### src/rtl/sync_fifo_pkg.sv
// sync_fifo_pkg
//   Shared definitions for the single-clock FIFO:
//   - default width constants used as parameter defaults by sync_fifo
//   - fifo_status_t, a packed bundle of the status/error flags for consumers
//     that want to carry them around as one field.
package sync_fifo_pkg;

    localparam int DEFAULT_DATA_WIDTH    = 8;
    localparam int DEFAULT_ADDRESS_WIDTH = 4;

    typedef struct packed {
        logic full;
        logic almost_full;
        logic empty;
        logic almost_empty;
        logic overflow;
        logic underflow;
    } fifo_status_t;

endpackage : sync_fifo_pkg

### src/rtl/sync_fifo_ram.sv
// sync_fifo_ram
//   Single-clock dual-port storage for sync_fifo: synchronous write port and
//   a combinational read port. The array has no reset.
// Ports:
//   clock          rising-edge clock
//   write_enable   store write_data at write_address on the next edge
//   write_address  write location
//   write_data     word to store
//   read_address   read location
//   read_data      word at read_address (combinational)
module sync_fifo_ram
    import sync_fifo_pkg::*;
#(
    parameter int DATA_WIDTH    = DEFAULT_DATA_WIDTH,
    parameter int ADDRESS_WIDTH = DEFAULT_ADDRESS_WIDTH
) (
    input  logic                     clock,
    input  logic                     write_enable,
    input  logic [ADDRESS_WIDTH-1:0] write_address,
    input  logic [DATA_WIDTH-1:0]    write_data,
    input  logic [ADDRESS_WIDTH-1:0] read_address,
    output logic [DATA_WIDTH-1:0]    read_data
);

    localparam int DEPTH = 2 ** ADDRESS_WIDTH;

    logic [DATA_WIDTH-1:0] mem [DEPTH];

    always_ff @(posedge clock) begin
        if (write_enable) begin
            mem[write_address] <= write_data;
        end
    end

    assign read_data = mem[read_address];

endmodule : sync_fifo_ram

### src/rtl/sync_fifo.sv
// sync_fifo
//   Single-clock parametrised FIFO with occupancy count, almost-full /
//   almost-empty thresholds, synchronous flush and sticky overflow/underflow.
//   Optional macro SYNC_FIFO_FWFT_EN selects first-word-fall-through reads;
//   otherwise read_data is registered with a one-cycle read_valid pulse.
// Ports:
//   clock, reset (sync, active-low), flush
//   write_data, write_increment, full, almost_full
//   read_increment, read_data, read_valid, empty, almost_empty
//   count (0..DEPTH), clear_errors, overflow, underflow
module sync_fifo
    import sync_fifo_pkg::*;
#(
    parameter int DATA_WIDTH         = DEFAULT_DATA_WIDTH,
    parameter int ADDRESS_WIDTH      = DEFAULT_ADDRESS_WIDTH,
    parameter int ALMOST_FULL_LEVEL  = 2 ** ADDRESS_WIDTH - 2,
    parameter int ALMOST_EMPTY_LEVEL = 2
) (
    input  logic                   clock,
    input  logic                   reset,
    input  logic                   flush,
    input  logic [DATA_WIDTH-1:0]  write_data,
    input  logic                   write_increment,
    output logic                   full,
    output logic                   almost_full,
    input  logic                   read_increment,
    output logic [DATA_WIDTH-1:0]  read_data,
    output logic                   read_valid,
    output logic                   empty,
    output logic                   almost_empty,
    output logic [ADDRESS_WIDTH:0] count,
    input  logic                   clear_errors,
    output logic                   overflow,
    output logic                   underflow
);

    localparam logic [ADDRESS_WIDTH:0] PTR_ONE     = {{ADDRESS_WIDTH{1'b0}}, 1'b1};
    localparam logic [ADDRESS_WIDTH:0] DEPTH_COUNT = {1'b1, {ADDRESS_WIDTH{1'b0}}};
    localparam logic [ADDRESS_WIDTH:0] AF_LEVEL    = (ADDRESS_WIDTH+1)'(ALMOST_FULL_LEVEL);
    localparam logic [ADDRESS_WIDTH:0] AE_LEVEL    = (ADDRESS_WIDTH+1)'(ALMOST_EMPTY_LEVEL);

    // Pointers carry one extra wrap bit so full and empty are distinguishable.
    logic [ADDRESS_WIDTH:0] write_pointer_q, write_pointer_d;
    logic [ADDRESS_WIDTH:0] read_pointer_q,  read_pointer_d;
    logic [ADDRESS_WIDTH:0] count_q,         count_d;
    logic full_q,         full_d;
    logic empty_q,        empty_d;
    logic almost_full_q,  almost_full_d;
    logic almost_empty_q, almost_empty_d;
    logic overflow_q,     overflow_d;
    logic underflow_q,    underflow_d;
    logic write_accept;
    logic read_accept;
    logic [DATA_WIDTH-1:0] ram_read_data;

    sync_fifo_ram #(
        .DATA_WIDTH    (DATA_WIDTH),
        .ADDRESS_WIDTH (ADDRESS_WIDTH)
    ) u_ram (
        .clock         (clock),
        .write_enable  (write_accept),
        .write_address (write_pointer_q[ADDRESS_WIDTH-1:0]),
        .write_data    (write_data),
        .read_address  (read_pointer_q[ADDRESS_WIDTH-1:0]),
        .read_data     (ram_read_data)
    );

    always_comb begin
        // Acceptance looks only at registered flags; flush swallows requests.
        write_accept = write_increment && !full_q  && !flush;
        read_accept  = read_increment  && !empty_q && !flush;

        write_pointer_d = write_pointer_q;
        read_pointer_d  = read_pointer_q;
        if (flush) begin
            write_pointer_d = '0;
            read_pointer_d  = '0;
        end else begin
            if (write_accept) write_pointer_d = write_pointer_q + PTR_ONE;
            if (read_accept)  read_pointer_d  = read_pointer_q + PTR_ONE;
        end

        // All status flags derive from the next-state count so they agree.
        count_d        = write_pointer_d - read_pointer_d;
        full_d         = (count_d == DEPTH_COUNT);
        empty_d        = (count_d == '0);
        almost_full_d  = (count_d >= AF_LEVEL);
        almost_empty_d = (count_d <= AE_LEVEL);

        // A new error in the same cycle as clear_errors keeps the flag set.
        overflow_d  = (write_increment && full_q  && !flush) || (overflow_q  && !clear_errors);
        underflow_d = (read_increment  && empty_q && !flush) || (underflow_q && !clear_errors);
    end

    always_ff @(posedge clock) begin
        if (!reset) begin
            write_pointer_q <= '0;
            read_pointer_q  <= '0;
            count_q         <= '0;
            full_q          <= 1'b0;
            empty_q         <= 1'b1;
            almost_full_q   <= 1'b0;
            almost_empty_q  <= 1'b1;
            overflow_q      <= 1'b0;
            underflow_q     <= 1'b0;
        end else begin
            write_pointer_q <= write_pointer_d;
            read_pointer_q  <= read_pointer_d;
            count_q         <= count_d;
            full_q          <= full_d;
            empty_q         <= empty_d;
            almost_full_q   <= almost_full_d;
            almost_empty_q  <= almost_empty_d;
            overflow_q      <= overflow_d;
            underflow_q     <= underflow_d;
        end
    end

`ifdef SYNC_FIFO_FWFT_EN
    // Head entry is presented directly; masked to zero while nothing is stored.
    assign read_data  = empty_q ? '0 : ram_read_data;
    assign read_valid = !empty_q;
`else
    logic [DATA_WIDTH-1:0] read_data_q, read_data_d;
    logic                  read_valid_q, read_valid_d;

    always_comb begin
        read_data_d  = read_accept ? ram_read_data : read_data_q;
        read_valid_d = read_accept;
    end

    always_ff @(posedge clock) begin
        if (!reset) begin
            read_data_q  <= '0;
            read_valid_q <= 1'b0;
        end else begin
            read_data_q  <= read_data_d;
            read_valid_q <= read_valid_d;
        end
    end

    assign read_data  = read_data_q;
    assign read_valid = read_valid_q;
`endif

    assign count        = count_q;
    assign full         = full_q;
    assign empty        = empty_q;
    assign almost_full  = almost_full_q;
    assign almost_empty = almost_empty_q;
    assign overflow     = overflow_q;
    assign underflow    = underflow_q;

endmodule : sync_fifo

### config.mk
export PLATFORM = sky130hd
export DESIGN_NAME = sync_fifo
export DESIGN_NICKNAME = d
export VERILOG_FILES = /design/src/rtl/sync_fifo_pkg.sv /design/src/rtl/sync_fifo_ram.sv /design/src/rtl/sync_fifo.sv
export SDC_FILE = /design/constraint.sdc
export NUM_CORES = 1
export LEC_CHECK = 0
export CAP_MARGIN = 20
export CELL_PAD_IN_SITES_DETAIL_PLACEMENT = 1
export CELL_PAD_IN_SITES_GLOBAL_PLACEMENT = 1
export CORE_MARGIN = 1
export CORE_UTILIZATION = 30
export DETAILED_ROUTE_END_ITERATION = 8
export MAX_ROUTING_LAYER = met4
export PLACE_DENSITY_LB_ADDON = 0.1
export SYNTH_ARGS = -nofsm -noshare
export SYNTH_HDL_FRONTEND = slang
export SYNTH_SLANG_ARGS = --single-unit
export TNS_END_PERCENT = 10
### constraint.sdc
create_clock -name clock -period 2.9 [get_ports clock]
set_clock_uncertainty 0.2 [all_clocks]
set_input_delay 0.725 -clock clock [delete_from_list [all_inputs] [get_ports clock]]
set_output_delay 0.725 -clock clock [all_outputs]
set_load 0.005 [all_outputs]
# Yosys cells after proc, flatten, opt, wreduce, memory -nomap -nowiden
# Memories as Yosys holds them, arrays and structs flattened. A register that Yosys moved wholly into a read port is not among the register bits.
# Index checks and enable logic that the tools add are counted.
# totals
reg_bits,22
ram_bits,128
input_bits,14
output_inout_bits,20
wordCells,41
n_memories,1
# mem_list
name,words,word_bits,rd,rd_clocked_by_memory_dff,write_ports,line_no,text
u_ram.mem,16,8,1,1,1,sync_fifo_ram.sv:27,logic [DATA_WIDTH-1:0] mem [DEPTH];
# classes
n_addsub,3
magnitude_cmp,2
eq_ne,1
mux,6
reduce_logical,18
# ops
op,count
$mux W5,4
$add A5 B1 Y5 const B,2
$logic_and A1 B1 Y1,10
$eq A5 B5 Y1 const B,1
$ge A5 B4 Y1 const B,1
$le A5 B2 Y1 const B,1
$logic_not A1 Y1,5
$logic_not A5 Y1,1
$sub A5 B5 Y5,1
$logic_or A1 B1 Y1,2
$mux W1,2

# Longest topological paths before layout
# depth
depth_word,7
mapped_depth,13
mapped_depth_nobuf,12

# Modules after synthesis
# From an unflattened synthesis, not the netlist that was laid out.
# hier_totals
hier_cells,391
area_unflattened_um2,6490.0
# modules_own_cells
module,n_inst,cells_per_inst,area_per_inst_um2,seq_area_each_um2
sync_fifo_ram,1,221,4987.3,3843.7
sync_fifo,1,170,1502.7,600.6

# Least setup slack after synthesis
# Ideal clock, no wire load.
# synth_path
path_type,in2reg
start,input port read_increment
end,register empty_q (netlist: empty)
setup_time_ns,0.121
arrival_ns,2.653
t_required_ns,2.579
setup_slack_ns,-0.074
path_stages,13
n_path_buf,1
path_cell_list,nor2b_1 > nand2b_1 > clkbuf_1 > xor2_1 > nor2_1 > ha_1 > inv_1 > fa_1 > nand2_1 > nand2_1 > a21oi_1 > and3_1 > o31ai_1
# synth_between
elab_chain_cells,6
# synth_lines
item,line_no,text
from (decl),sync_fifo.sv:26,"input logic read_increment,"
$logic_and A1 B1 Y1 (2 in series),sync_fifo.sv:71,read_accept = read_increment && !empty_q && !flush;
$mux W5,sync_fifo.sv:80,if (read_accept) read_pointer_d = read_pointer_q + PTR_ONE;
$mux W5,sync_fifo.sv:75,if (flush) begin
net read_pointer_d[0],sync_fifo.sv:44,"logic [ADDRESS_WIDTH:0] read_pointer_q, read_pointer_d;"
$sub A5 B5 Y5,sync_fifo.sv:84,count_d = write_pointer_d - read_pointer_d;
$logic_not A5 Y1,sync_fifo.sv:86,empty_d = (count_d == '0);
to (signal assigned),sync_fifo.sv:111,empty_q <= empty_d;
to (decl),sync_fifo.sv:47,"logic empty_q, empty_d;"
# The timed path passes the listed nets, and every way through them passes these cells.
# A chain may end at the register's enable or synchronous reset.

# Final worst setup path
# layout_path
start,input port flush
end,register full_q (netlist: full)
# layout_between
elab_chain_cells,6
elab_cells_between_ends,9
classes_between,add/sub (1); eq/ne (1); mux (4); reduce/logical (3)
# layout_lines
item,line_no,text
from (decl),sync_fifo.sv:21,"input logic flush,"
$logic_not A1 Y1,sync_fifo.sv:70,write_accept = write_increment && !full_q && !flush;
$logic_and A1 B1 Y1,sync_fifo.sv:70,
$mux W5,sync_fifo.sv:79,if (write_accept) write_pointer_d = write_pointer_q + PTR_ONE;
$mux W5 (*),sync_fifo.sv:75,
net write_pointer_d[2],sync_fifo.sv:43,"logic [ADDRESS_WIDTH:0] write_pointer_q, write_pointer_d;"
$sub A5 B5 Y5 (*),sync_fifo.sv:84,
$eq A5 B5 Y1 (*),sync_fifo.sv:85,full_d = (count_d == DEPTH_COUNT);
to (signal assigned),sync_fifo.sv:110,full_q <= full_d;
to (decl),sync_fifo.sv:46,"logic full_q, full_d;"
# The timed path passes the listed nets; every way through them passes the cells marked *.

==> results_dict.tcl <==
set metrics [dict create \
    synth_ff_type "edfxtp_1" \
    final_net_count 474 \
    hold_ws_ns 0.269 \
    first_global_vias 3691 \
    end_kind "register" \
    clk_path_buf_depth 2 \
    hold_viol_final 0 \
    synthMostInstantiatedCell "edfxtp_1" \
    min_period_ns 2.72 \
    cts_tree "done" \
    hold_path_class "register to register" \
    post-dp-hpwl_um 9580 \
    synth.yosys.seq_area_share_pct 71.2 \
    grt_util_met3_pct 3.41 \
    antenna_left 0 \
    cp.required_ns 3.05 \
    yosysTopAreaCell "edfxtp_1" \
    relSlewSlack_pct 46.2 \
    crit_arrival_ns 2.86 \
    drv_slew 0 \
    vias_per_cell 4.76 \
    regArea_um2 4450 \
    areaGrowthSynthToFinish_pct 25.2 \
    synth_common_cells "128 x edfxtp_1, 38 x nor2_1, 32 x mux4_2" \
    fin_crit_sh_pct 93.7 \
    cts_sinks 158 \
    crit_path_max_fanout 10 \
    vias 3486 \
    synth.distinct_cells 39 \
    ys_ff_latch 158 \
    grt-ovfl-total 0 \
    grt_setup_unrepaired "false" \
    drive_gt1_share_pct 25.7 \
    p_leak_uw 0.00256 \
    syn_area_per_cell_um2 16.7 \
    top_usage_layer "met2" \
    fin_cells 733 \
    grt_pass1_wl_um 22800 \
    antenna_found_initial 0 \
    multi_input_area_um2 1770 \
    syn_inst 374 \
    grt_use_met2_pct 22.2 \
    wirelength_um 14500 \
    outcome "completed" \
    netlist_area_um2 6240 \
    setup_viol 0 \
    die_w_um 146 \
    insertedDiodeCount 0 \
    dr.pass1.iters 6 \
    maxCapViolations 0 \
    io_buffer_count 33 \
    synth_warnings 0 \
    vdd_drop_max_uv 391 \
    synthTopCellsByArea "edfxtp_1 62%, mux4_2 12%, dfxtp_1 9.6%, nor2_1 2.3%, a22oi_1 1.9%" \
    io_pins 34 \
    wl_per_cell_um 19.8 \
    start_util_pct 30.8 \
    h-tree-depth 4 \
    max_freq_ghz 0.368 \
    yosysTopAreaCellShare_pct 61.6 \
    cts-buffers-inserted 17 \
    dpl.cell_count 696 \
    coreArea_um2 20300 \
    root_buffer "clkbuf_16" \
    synthesis.nets 398 \
    track_usage_pct 15.1 \
    grt_max_degree 33 \
    startpoint_type "input pin" \
    clk_latency_ns 0.42 \
    globalplace.congestion 0.749 \
    synth-edff-count 128 \
    powerDensity_nw_per_um2 618 \
    die_h_um 146 \
    die_area_um2 21400 \
    worstMarginPinSlew_ns 0.806 \
    drt-initial-drc-count 243 \
    gr-usage-met1_pct 20.9 \
    hold_buffers 0 \
    drc 0 \
    fp-row-count 52 \
    crit_type "input pin to register" \
    clk_pin_slew_ns 0.06 \
    async_flop_share_pct 0 \
    nFillCells 2070 \
]
## layer usage
layer  vias up  part of all wire, %
met5         -                    0
met4         0                  1.0
met3        13                  3.4
met2        50                   47
met1      1808                   49
li1       1615                    -
## flip-flops by register name, indices dropped and copies added (netlist names)
register	cells
write_pointer_q	5
overflow	1
count	5
full	1
almost_empty	1
almost_full	1
empty	1
underflow	1
u_ram.mem	128
read_pointer_q	5
read_valid	1
read_data	8
## power breakdown
group	switching [uW]	leakage [uW]	internal [uW]
clock network	875	0.000277	1290
logic	96.3	0.000886	90.0
registers	10.7	0.00140	2470
## worst max-delay path: stages
cell and delay (ns):
dlygate4sd2_1 0.29, buf_4 0.19, nand4bb_4 0.20, xor2_1 0.18
nor2_1 0.07, ha_1 0.30, buf_4 0.16, nand2_1 0.06
nand2_1 0.07, a21oi_2 0.23, nand4_1 0.20, a21oi_1 0.17
## kinds of logic after synthesis
family | Yosys count | synth area share (%)
compound gates | 53 | 5.39
xor+xnor | 7 | 0.982
fa+ha+maj | 10 | 2.12
buf+inv | 26 | 1.82
flops | 158 | 71.2
mux | 33 | 11.7
simple gates | 87 | 6.79
## placed cells by master (no fill, tap or decap), types with 3 or more instances in the layout
master	n
nand3b_1	3
edfxtp_1	128
inv_1	6
o21ai_0	3
ha_1	8
nor3_1	9
inv_6	3
nor2b_1	3
clkinv_2	3
nand2b_1	8
buf_4	42
a21oi_1	21
or3_1	3
mux4_2	32
a22oi_1	16
clkbuf_1	4
xor2_1	4
dfxtp_1	29
clkdlybuf4s50_1	30
nor2_1	36
clkbuf_16	17
nand2_1	9
## final cells by class
| type | instances | share of cell area (%) |
|---|---|---|
| Clock buffer | 22 | 5.81 |
| Clock inverter | 10 | 1.44 |
| Inverter | 6 | 0.288 |
| Multi-Input combinational cell | 190 | 22.6 |
| Sequential cell | 158 | 56.9 |
| Tap cell | 270 | 4.32 |
| Timing Repair Buffer | 77 | 8.66 |
## metrics by stage
step	power (uW)	cell area (um2)	setup WS [ns]	utilization (%)	TNS (ns)
finish	4830	7820	0.184	38.5	0
global route	5010	7820	0.0530	38.5	0
CTS	4890	7760	0.00454	38.3	0
detailed placement	2700	7130	-0.654	35.1	-7.02
global placement	2700	7130	-0.616	35.1	-4.65
floorplan	2600	6250	0.00453	-	0
## what timing repair did
item,4_1_cts,5_1_grt
resized for setup,15,6
pin swaps,4,6
buffers inserted,3,2
endpoints found under the setup margin,6,5
## final timing paths
kind | start | to | slack, ns | cells after the start
worst max-delay path | flush | full | 0.18 | 12
worst min register to register | overflow | overflow | 0.27 | 2
worst max register to register | write_pointer_q[0] | almost_full | 0.31 | 11
worst min-delay path | overflow | overflow | 0.27 | 2
Power figures use the tool's default switching activity.
